`config.mk`:
```
export PLATFORM = sky130hd
export DESIGN_NAME = pcpi_issuer
export DESIGN_NICKNAME = d
export VERILOG_FILES = /design/src/rtl/pcpi_issuer.sv
export SDC_FILE = /design/constraint.sdc
export NUM_CORES = 1
export LEC_CHECK = 0
export ABC_AREA = 1
export CORE_ASPECT_RATIO = 1.4
export CORE_MARGIN = 5
export CORE_UTILIZATION = 25
export CTS_CLUSTER_SIZE = 14
export DETAILED_ROUTE_END_ITERATION = 8
export DONT_BUFFER_PORTS = 1
export PLACE_DENSITY = 0.49
export SYNTH_ARGS = -nofsm -noshare
export SYNTH_HDL_FRONTEND = slang
export SYNTH_SLANG_ARGS = --single-unit
```
`constraint.sdc`:
```
create_clock -name clk -period 1.36 [get_ports clk]
set_input_delay 0.068 -clock clk [delete_from_list [all_inputs] [get_ports clk]]
set_output_delay 0.068 -clock clk [all_outputs]
set_load 0.01 [all_outputs]
```
`src/rtl/pcpi_issuer.sv`:
```
// PCPI command issuer: registers one command onto the PCPI bus, waits for the coprocessor, holds its response.
// Optional timeout-to-trap logic is built when PCPI_ISSUER_TIMEOUT_EN is defined.
module pcpi_issuer #(
  parameter int TIMEOUT_CYCLES = 16,
  parameter int LAT_W          = 8
) (
  input  logic             clk,
  input  logic             resetn,
  // Handshake rule on cmd_* and resp_*: a transfer happens on a rising edge where valid && ready;
  // the holder of valid keeps it and its payload stable until that edge.
  input  logic             cmd_valid,
  output logic             cmd_ready,
  input  logic [31:0]      cmd_insn,
  input  logic [31:0]      cmd_rs1,
  input  logic [31:0]      cmd_rs2,
  output logic             pcpi_valid,
  output logic [31:0]      pcpi_insn,
  output logic [31:0]      pcpi_rs1,
  output logic [31:0]      pcpi_rs2,
  input  logic             pcpi_wr,
  input  logic [31:0]      pcpi_rd,
  input  logic             pcpi_wait,
  input  logic             pcpi_ready,
  output logic             resp_valid,
  input  logic             resp_ready,
  output logic [31:0]      resp_rd,
  output logic             resp_wr,
  output logic             resp_trap,
  output logic [LAT_W-1:0] resp_lat,
  output logic [1:0]       dbg_state
);

  typedef enum logic [1:0] {
    S_IDLE  = 2'd0,
    S_ISSUE = 2'd1,
    S_RESP  = 2'd2
  } state_t;

  state_t state, state_nxt;
  logic   accept;
  logic   done_ok;
  logic   timeout_hit;

  assign accept  = cmd_valid && (state == S_IDLE);
  assign done_ok = (state == S_ISSUE) && pcpi_ready;

`ifdef PCPI_ISSUER_TIMEOUT_EN
  localparam int TO_W = $clog2(TIMEOUT_CYCLES + 1);
  logic [TO_W-1:0] to_cnt;

  // Expiry is the TIMEOUT_CYCLES-th consecutive silent cycle; a same-cycle pcpi_ready wins.
  assign timeout_hit = (state == S_ISSUE) && !pcpi_ready && !pcpi_wait &&
                       (to_cnt == TO_W'(TIMEOUT_CYCLES - 1));

  always_ff @(posedge clk) begin
    if (!resetn) begin
      to_cnt <= '0;
    end else if (accept) begin
      to_cnt <= '0;
    end else if (state == S_ISSUE) begin
      if (pcpi_wait)
        to_cnt <= '0;
      else if (!pcpi_ready)
        to_cnt <= to_cnt + 1'b1;
    end
  end
`else
  logic unused_timeout;
  assign unused_timeout = pcpi_wait ^ (TIMEOUT_CYCLES == 0);
  assign timeout_hit    = 1'b0;
`endif

  // State register
  always_ff @(posedge clk) begin
    if (!resetn)
      state <= S_IDLE;
    else
      state <= state_nxt;
  end

  // Next-state logic
  always_comb begin
    state_nxt = state;
    case (state)
      S_IDLE:  if (cmd_valid) state_nxt = S_ISSUE;
      S_ISSUE: if (done_ok || timeout_hit) state_nxt = S_RESP;
      S_RESP:  if (resp_ready) state_nxt = S_IDLE;
      default: state_nxt = S_IDLE;
    endcase
  end

  // State-decoded outputs
  always_comb begin
    cmd_ready  = (state == S_IDLE);
    pcpi_valid = (state == S_ISSUE);
    resp_valid = (state == S_RESP);
    dbg_state  = state;
  end

  always_ff @(posedge clk) begin
    if (!resetn) begin
      pcpi_insn <= '0;
      pcpi_rs1  <= '0;
      pcpi_rs2  <= '0;
    end else if (accept) begin
      pcpi_insn <= cmd_insn;
      pcpi_rs1  <= cmd_rs1;
      pcpi_rs2  <= cmd_rs2;
    end
  end

  // Latency counts ISSUE cycles that end without pcpi_ready; it saturates and holds in RESP.
  always_ff @(posedge clk) begin
    if (!resetn)
      resp_lat <= '0;
    else if (accept)
      resp_lat <= '0;
    else if ((state == S_ISSUE) && !pcpi_ready && (resp_lat != {LAT_W{1'b1}}))
      resp_lat <= resp_lat + 1'b1;
  end

  always_ff @(posedge clk) begin
    if (!resetn) begin
      resp_rd   <= '0;
      resp_wr   <= 1'b0;
      resp_trap <= 1'b0;
    end else if (done_ok) begin
      resp_rd   <= pcpi_wr ? pcpi_rd : 32'd0;
      resp_wr   <= pcpi_wr;
      resp_trap <= 1'b0;
    end else if (timeout_hit) begin
      resp_rd   <= '0;
      resp_wr   <= 1'b0;
      resp_trap <= 1'b1;
    end
  end

endmodule

```
* Word-level counts from Yosys, hierarchy flattened
Cells that the tools add are included.
** Word-level totals
- Register bits :: 139
- Word-level logic and storage cells :: 28
- Output and inout port bits :: 143
** Operators by class
- Add/sub/neg operators :: 1
- Muxes and demuxes :: 5
- Reductions and logical operators :: 8
- Eq/ne operators :: 6
- Bitwise logic cells :: 1
** Operators by type and width (count)
- 32-bit 2-to-1 mux :: 1
- 8-bit by 1-bit adder with 8-bit output (second input constant) :: 1
- 8-bit inequality test (second input constant) :: 1
- 2-bit 2-to-1 mux :: 3
- 2-bit one-hot mux with 3 select lines :: 1
- 1-bit logical AND :: 4
- 2-bit by 1-bit inequality test with 1-bit output (second input constant) :: 2
- 3-bit AND reduction :: 1
- 2-bit by 1-bit equality test with 1-bit output (second input constant) :: 1
- 2-bit equality test (second input constant) :: 1
- 2-bit logical NOT :: 1
- 2-bit inequality test (second input constant) :: 1
- 2-bit OR reduction :: 1
- 1-bit logical NOT :: 1
- 1-bit NOT :: 1

* Logic depth before layout (Yosys ltp)
Gate-level depths: netlist of run 1.
- Depth in word-level cells :: 4
- Depth in mapped cells :: 8
- Mapped depth without buffers :: 8

* Worst setup path after synthesis of run 1
OpenSTA, ideal clock, no wires.
- Kind :: register to register
- Start point :: register resp_lat[0]
- End point :: register resp_lat[1]
- Path slack :: 54 ps
- Data required time :: 1247 ps
- Library setup time :: 113 ps
- Arrival time :: 1192 ps
- Path buffers :: 0
- Stages on the path, launching flop included :: 9
- Cell sequence :: dfxtp_1 > ha_1 > nand3_1 > inv_1 > nand2_1 > nand2_2 > inv_2 > nor2_1 > nor2_1
** On the way
- Longest elaborated chain between the ends :: 2
** Ends and longest elaborated chain
- start: declaration :: line 29 : output logic [LAT_W-1:0] resp_lat,
- start signal: assignment :: line 119 : resp_lat <= resp_lat + 1'b1;
- parallel branches: the longest is 2 deep, another holds 8-bit by 1-bit adder with 8-bit output
Several ways; the timed one is not identified.
A chain may end at the register's enable or synchronous reset.

* Worst setup path in the final report of run 1
- Start point :: register state[1] (netlist: dbg_state[1])
- End point :: output port pcpi_valid
** On the way
- Longest elaborated chain between the ends :: 1
** Ends and longest elaborated chain
- start: declaration :: line 39 : state_t state, state_nxt;
- start signal: assignment :: line 78 : state <= state_nxt;
- 2-bit by 1-bit equality test with 1-bit output :: line 95 : pcpi_valid = (state == S_ISSUE);
- end: declaration :: line 16 : output logic pcpi_valid,
No other way between the ends.

==> metrics.txt, run 1 <==
failing checks negative hold slack; global-route wire length before repair 24600 µm; sequential area share after synthesis 0.532; CP max FO 3; CTS tree done; status finished with violations; leak pwr 2.64 nW; period utilisation layout 0.942; Pins Over Slew Limit 0; Final Instance Area 6950 µm²; total CTS buffers 17; RSZ-0062 raised after global routing false; Max-cap violations 0; via count 4335; DR iter-0 viols 181; setup violators final 0; CTS H-tree lvls 4; Area after DPL 5590 µm²; vias in the first global route 4210; I/O Buffers 0; Synth Cell Area 5230 µm²; Hold Slack -0.221 ns; Mapped Nets 777; worst path required time 1.29 ns; I/O pin total 278; Die X 132 µm; PD cells 1500 nW/µm²; 1st-pass router iterations 4; final net count 855; Worst Setup Path Type register to output pin; Arr. time, crit path 1.21 ns; Clock Latency Late Sink 0.42 ns; # DRC 0; DRT Wirelength 16000 µm; CP Capture Type output pin; clock sinks 139; CORE AREA 20600 µm²; clk_skew 0.00641 ns; routability cong. 0.767; commonest cells after routing, fill and taps aside 201 x nor2_1, 138 x dfxtp_1, 93 x o21ai_0, 73 x dlygate4sd3_1, 58 x nand2_1; Power Total 10.4 mW; num rows 62; synthesized flop and latch total 139; R2R Setup Slk 0.10 ns; Final ANT Viol Nets 0; TNS Setup 0 ns; commonest non-fill, non-tap cell in the layout nor2_1; ant diodes 0; Cells after Synth 641; P&R area growth vs syn 32.8%; setup bufs post-CTS 0; largest net degree at the start of global routing 100; post-synthesis average cell area 8.16 µm²; share of layout cells above drive strength 1 0.184; fin crit period 1.28 ns; Vias/cell 4.39; Setup crit start kind register; GRT overflow 0; HPWL Detailed 10800 µm; synth unique cells 31; WL per Instance 16.2 µm; starting density of the core 0.255; initial antenna violation count 0; die height 181 µm; FMAX 0.780 GHz; Max VDD drop 715 µV; Tot GR Track Use 0.130; Die ar. 24000 µm²; Clock transition at path regs 0.06 ns; clock buffer depth 2; Hold Crit Class primary input to register; clock root cell clkbuf_16; yosys synthesis warning count 0; final hold violations 105
==> layer usage <==
layer	vias up	share of wire	track usage	wire length, µm
li1	2205	-	-	-
met1	1915	0.38	0.140	6150
met4	0	0.019	0.0542	311
met5	-	0	0	0
met3	21	0.10	0.0640	1670
met2	194	0.49	0.216	7870
==> timing repair <==
action	CTS	global route
hold endpoints to repair	139	105
setup endpoints to repair	0	8
gates resized for setup	0	8
hold buffers	38	35
==> Yosys cell counts (all sizes together) <==
master	number	area, µm²
nand3	3	27.5
dfxtp	139	2780
o21a	1	7.51
o21ai	98	490
nand2	94	445
buf	25	208
nor3	1	5.00
xor2	2	17.5
clkinv	1	3.75
conb	1	3.75
nor2	204	781
nand4	2	12.5
ha	1	12.5
a21oi	40	313
inv	12	52.6
xnor2	1	8.76
clkbuf	16	61.3
==> where the power goes <==
group          switching (mW)  internal, mW  total, mW
combinational           0.528         0.440      0.968
sequential              0.358          4.37       4.72
clock                    1.78          2.97       4.75
total                    2.67          7.78       10.4
==> per-stage QoR <==
stage	hold WS, ns	cells	util	setup slack [ns]
global route	-0.256	988	0.338	0.00614
global placement	0.206	883	0.272	0.0678
CTS	-0.254	953	0.320	0.00333
floorplan	0.204	641	-	0.0543
detailed placement	0.209	883	0.272	0.0536
finish	-0.221	988	0.338	0.0787
==> flip-flops by register name, indices dropped and copies added (netlist names) <==
name       flops
pcpi_insn     32
pcpi_rs1      32
pcpi_rs2      32
resp_rd       32
resp_lat       8
dbg_state      2
resp_wr        1
==> critical path: stages (launching register included) <==
cell and delay [ns]:
dfxtp_1 0.39, inv_1 0.09, nand2_2 0.12, inv_4 0.06
buf_4 0.14
==> final timing paths <==
check | from | endpoint | cells after the start
worst max register to register | resp_lat[0] | resp_lat[6] | 6
worst max-delay path | dbg_state[1] | pcpi_valid | 4
worst min register to register | resp_rd[0] | resp_rd[0] | 2
worst min-delay path | resetn | pcpi_rs2[19] | 2
==> kinds of logic after synthesis <==
kind of cell | share of synthesized area
AND/OR/NAND/NOR | 0.243
AO/OA/AOI/OAI | 0.155
flip-flops | 0.532
buffers and inverters | 0.0622
XOR/XNOR | 0.00502
adder cells (fa/ha/maj) | 0.00239
other | 0.000717
==> layout make-up <==
class,count,area [µm²]
Clock buffer,21,460
Multi-Input combinational cell,448,2140
Fill cell,2132,13600
Clock inverter,11,144
Timing Repair Buffer,100,1040
Sequential cell,139,2780
Inverter,13,60.1
Tap cell,256,320
Power figures use the tool's default switching activity.
==> inputs of run 2 (changes only) <==
CORE_ASPECT_RATIO = default   (was 1.4)
clock period = 1.28 ns   (was 1.36 ns; I/O delays follow)
==> run 2 against run 1 <==
  * The run ends with negative hold slack, negative setup slack left
  * Sequential cell count stayed put
  * Register-to-register slack worse by 0.11 ns
  * Clock skew is 0.0024 ns higher
  * Hold slack worse by 0.0091 ns
  * Combinational power is 9.5% higher
  * Power is 6.2% higher
  * Cell count is 1.3% higher
  * Largest cell class unchanged
  * Highest routed layer unchanged
==> metrics.txt, run 2 (synthesis results as in run 1) <==
routability cong. 0.776; share of layout cells above drive strength 1 0.233; clock buffer depth 2; period utilisation layout 1.01; Max VDD drop 797 µV; Fillers 2195; Clock Latency Late Sink 0.41 ns; P&R area growth vs syn 32.8%; CTS H-tree lvls 4; Hold Crit Class primary input to register; Crit path top cell by count nor2_1; Vias/cell 4.32; die height 155 µm; Final Instance Count excl. Fillers 1001; Setup crit start kind register; DRT Wirelength 16000 µm; CP top delay family simple AND/OR/NAND/NOR gates; Worst Setup Path Type register to register; commonest non-fill, non-tap cell in the layout nor2_1; final setup margin -0.0142 ns; Die ar. 23900 µm²; Die X 155 µm; CORE AREA 20800 µm²; CP max stage delay 0.33 ns; Pins Over Slew Limit 0; total CTS buffers 17; 1st-pass router iterations 4; num rows 53; CP Buf/Inv Count 3; CP max FO 3; CTS tree done; GRT overflow 0; vias in the first global route 4261; Tot GR Track Use 0.128; ant diodes 0; global-route wire length before repair 24400 µm; FMAX 0.773 GHz; fin crit period 1.29 ns; placed cells 918; leak pwr 2.67 nW; clock root cell clkbuf_16; DR iter-0 viols 252; # DRC 0; starting density of the core 0.251; initial antenna violation count 0; I/O pin total 278; via count 4329; CP Capture Type register; TNS Setup -0.0142 ns; largest net degree at the start of global routing 100; clk_skew 0.00880 ns; WL per Instance 16.0 µm; commonest cells after routing, fill and taps aside 201 x nor2_1, 135 x dfxtp_1, 61 x o21ai_0, 55 x nand2_1, 46 x dlygate4sd3_1; status finished with violations; Clock transition at path regs 0.06 ns; PD cells 1600 nW/µm²; final net count 849; HPWL Detailed 11300 µm; Hold Slack -0.230 ns; clock sinks 139; final hold violations 102; RSZ-0062 raised after global routing true; I/O Buffers 0; Max-cap violations 0; worst path cell trace buf_6 -> inv_4 -> nand2_4 -> buf_6 -> nor2_4 -> nand2_2 -> nor2_1 -> nand2_1 -> nor2_1 -> nor2_1; setup violators final 1; failing checks negative hold slack, negative setup slack; Final ANT Viol Nets 0; CP max-delay cell dfxtp_2; worst path required time 1.58 ns; Arr. time, crit path 1.59 ns
[run 2: changes by cell type in the layout (fill, tap and decap cells not counted), sizes merged]
cell         delta
inv             +2
clkinvlp        -4
buf            +20
clkinv          +3
dlygate4sd3    -27
[run 2: layout make-up]
class / count / area (µm²) / share of cell area
Clock buffer: 20 / 437 / 0.0629
Clock inverter: 12 / 165 / 0.0238
Inverter: 13 / 65.1 / 0.00937
Multi-Input combinational cell: 448 / 2180 / 0.314
Sequential cell: 139 / 2790 / 0.401
Tap cell: 275 / 344 / 0.0495
Timing Repair Buffer: 94 / 963 / 0.139
[run 2: stage by stage]
| stage | setup WS (ns) | total power [mW] | utilization | cell area [µm²] | hold slack (ns) |
|---|---|---|---|---|---|
| after floorplan | 0.0172 | 5.71 | - | 5230 | 0.200 |
| after global placement | -0.0401 | 5.99 | 0.275 | 5720 | 0.197 |
| after detailed placement | -0.0853 | 6.00 | 0.275 | 5720 | 0.192 |
| after CTS | -0.0505 | 11.2 | 0.325 | 6760 | -0.235 |
| after global routing | -0.112 | 11.7 | 0.334 | 6950 | -0.239 |
| final | -0.0142 | 11.1 | 0.334 | 6950 | -0.230 |
[run 2: worst paths after layout]
path	cells after the start	slack, ns	endpoint	from
setup reg to reg	10	-0.01	resp_lat[7]	dbg_state[1]
setup / recovery	10	-0.01	resp_lat[7]	dbg_state[1]
hold / removal	2	-0.23	pcpi_rs2[15]	resetn
hold reg to reg	2	0.52	resp_rd[30]	resp_rd[30]
[run 2: per-layer routing]
layer	vias up	global-route usage	routed length [µm]
met2	191	0.201	7340
met5	-	0	0
met1	1934	0.153	6510
li1	2190	-	-
met3	14	0.0599	1880
met4	0	0.0505	301
[run 2: report_power, final]
part / switching [mW] / internal (mW)
clock network: 1.93 / 3.10
registers: 0.379 / 4.64
logic: 0.576 / 0.480
[run 2: timing repair]
item	CTS	global route
hold endpoints to repair	138	102
gates cloned	0	1
pin swaps	1	11
setup endpoints to repair	24	67
setup buffers	2	2
hold buffers	40	6
gates resized for setup	9	57
==> inputs of run 3 (changes only) <==
CORE_ASPECT_RATIO = 0.7   (was default)
CTS_CLUSTER_SIZE = 10   (was 14)
RECOVER_POWER = 100   (was default)
==> run 3 against run 2 <==
  * The run ends with negative hold slack left
  * Sequential share of layout area rose by 0.50 points
  * Largest power group is now clock
  * Worst setup slack improved by 0.082 ns
  * Cell count fell by 1.0%
  * Sequential power barely moved
  * Critical path type unchanged
==> metrics.txt, run 3 (synthesis results as in run 1) <==
clk_skew 0.00706 ns; P&R area growth vs syn 31.1%; CTS tree done; global-route wire length before repair 23500 µm; fin crit period 1.21 ns; PD cells 1610 nW/µm²; Worst Setup Path Type register to register; 1st-pass router iterations 4; RSZ-0062 raised after global routing true; clock buffer depth 2; final net count 841; initial antenna violation count 1; area of the multi-input gates 2160 µm²; ant diodes 0; via count 4346; Final ANT Viol Nets 0; Arr. time, crit path 1.52 ns; CP max FO 32; Tot GR Track Use 0.126; Max VDD drop 960 µV; Hold Crit Class primary input to register; share of layout cells above drive strength 1 0.203; status finished with violations; HPWL Detailed 11000 µm; # DRC 0; leak pwr 2.61 nW; setup violators final 0; GRT overflow 0; starting density of the core 0.253; vias in the first global route 4078; DR iter-0 viols 211; die height 131 µm; num rows 44; clock sinks 139; final hold violations 105; commonest cells after routing, fill and taps aside 200 x nor2_1, 135 x dfxtp_1, 85 x o21ai_0, 57 x nand2_1, 53 x dlygate4sd3_1; failing checks negative hold slack; Max-cap violations 0; final core occ 0.332; Clock transition at path regs 0.06 ns; Setup crit start kind register; Hold Slack -0.207 ns; Die ar. 24000 µm²; largest net degree at the start of global routing 100; FF+latch area 2790 µm²; Vias/cell 4.39; CP Capture Type register; Die X 183 µm; worst path required time 1.58 ns; clock root cell clkbuf_16; FMAX 0.825 GHz; TNS Setup 0 ns; CORE AREA 20600 µm²; I/O pin total 278; Pins Over Slew Limit 0; I/O Buffers 0; WL per Instance 16.2 µm; commonest non-fill, non-tap cell in the layout nor2_1; routability cong. 0.757; Fillers 2195; Clock Latency Late Sink 0.41 ns; DRT Wirelength 16100 µm; CTS H-tree lvls 4; period utilisation layout 0.947; total CTS buffers 17
## run 3: power breakdown
group	switching, mW	internal (mW)
Sequential	0.384	4.64
Clock	1.84	3.19
Combinational	0.557	0.452
## run 3: stage by stage
stage	instance area [µm²]	hold WS (ns)	power, mW	worst slack (ns)	instances
2_1_floorplan	5230	0.200	5.71	0.0172	641
3_3_place_gp	5660	0.202	5.96	0.0273	907
3_5_place_dp	5660	0.205	5.98	0.00879	907
4_1_cts	6640	-0.243	11.2	0.0160	974
5_1_grt	6860	-0.231	11.6	-0.0329	991
6_report	6860	-0.207	11.1	0.0678	991
## run 3: cell type report
cell class,count,share of cell area
Timing Repair Buffer,86,0.133
Clock inverter,7,0.0170
Clock buffer,22,0.0691
Inverter,13,0.00894
Multi-Input combinational cell,448,0.315
Tap cell,276,0.0503
Sequential cell,139,0.406
## run 3: worst paths after layout
check                    start       endpoint  slack [ns]  cells past startpoint
setup reg to reg  dbg_state[1]  pcpi_insn[31]        0.07                      6
hold reg to reg    resp_rd[20]    resp_rd[20]        0.52                      2
hold / removal          resetn  pcpi_insn[17]       -0.21                      2
setup / recovery  dbg_state[1]  pcpi_insn[31]        0.07                      6
## run 3: critical path, stage by stage (launching register included)
cell and delay [ns]:
dfxtp_2 0.34, nor2_4 0.13, nand2_4 0.09, buf_12 0.18, buf_12 0.15, o21ai_0 0.15, nor2_1 0.05
## run 3: repair_timing
action	in CTS	in global routing
hold endpoints to repair	139	105
gates resized for setup	4	23
cloned	0	1
endpoints found under the setup margin	3	34
setup buffers	0	1
pin swaps	0	2
hold buffers	38	15
## run 3: metal layers
metal / routed length (µm) / vias up / part of all wire / GRT usage
li1: - / 2175 / - / -
met1: 6660 / 1978 / 0.41 / 0.153
met2: 7320 / 171 / 0.46 / 0.189
met3: 1780 / 20 / 0.11 / 0.0714
met4: 290 / 2 / 0.018 / 0.0455
met5: 11 / - / 0.00068 / 0
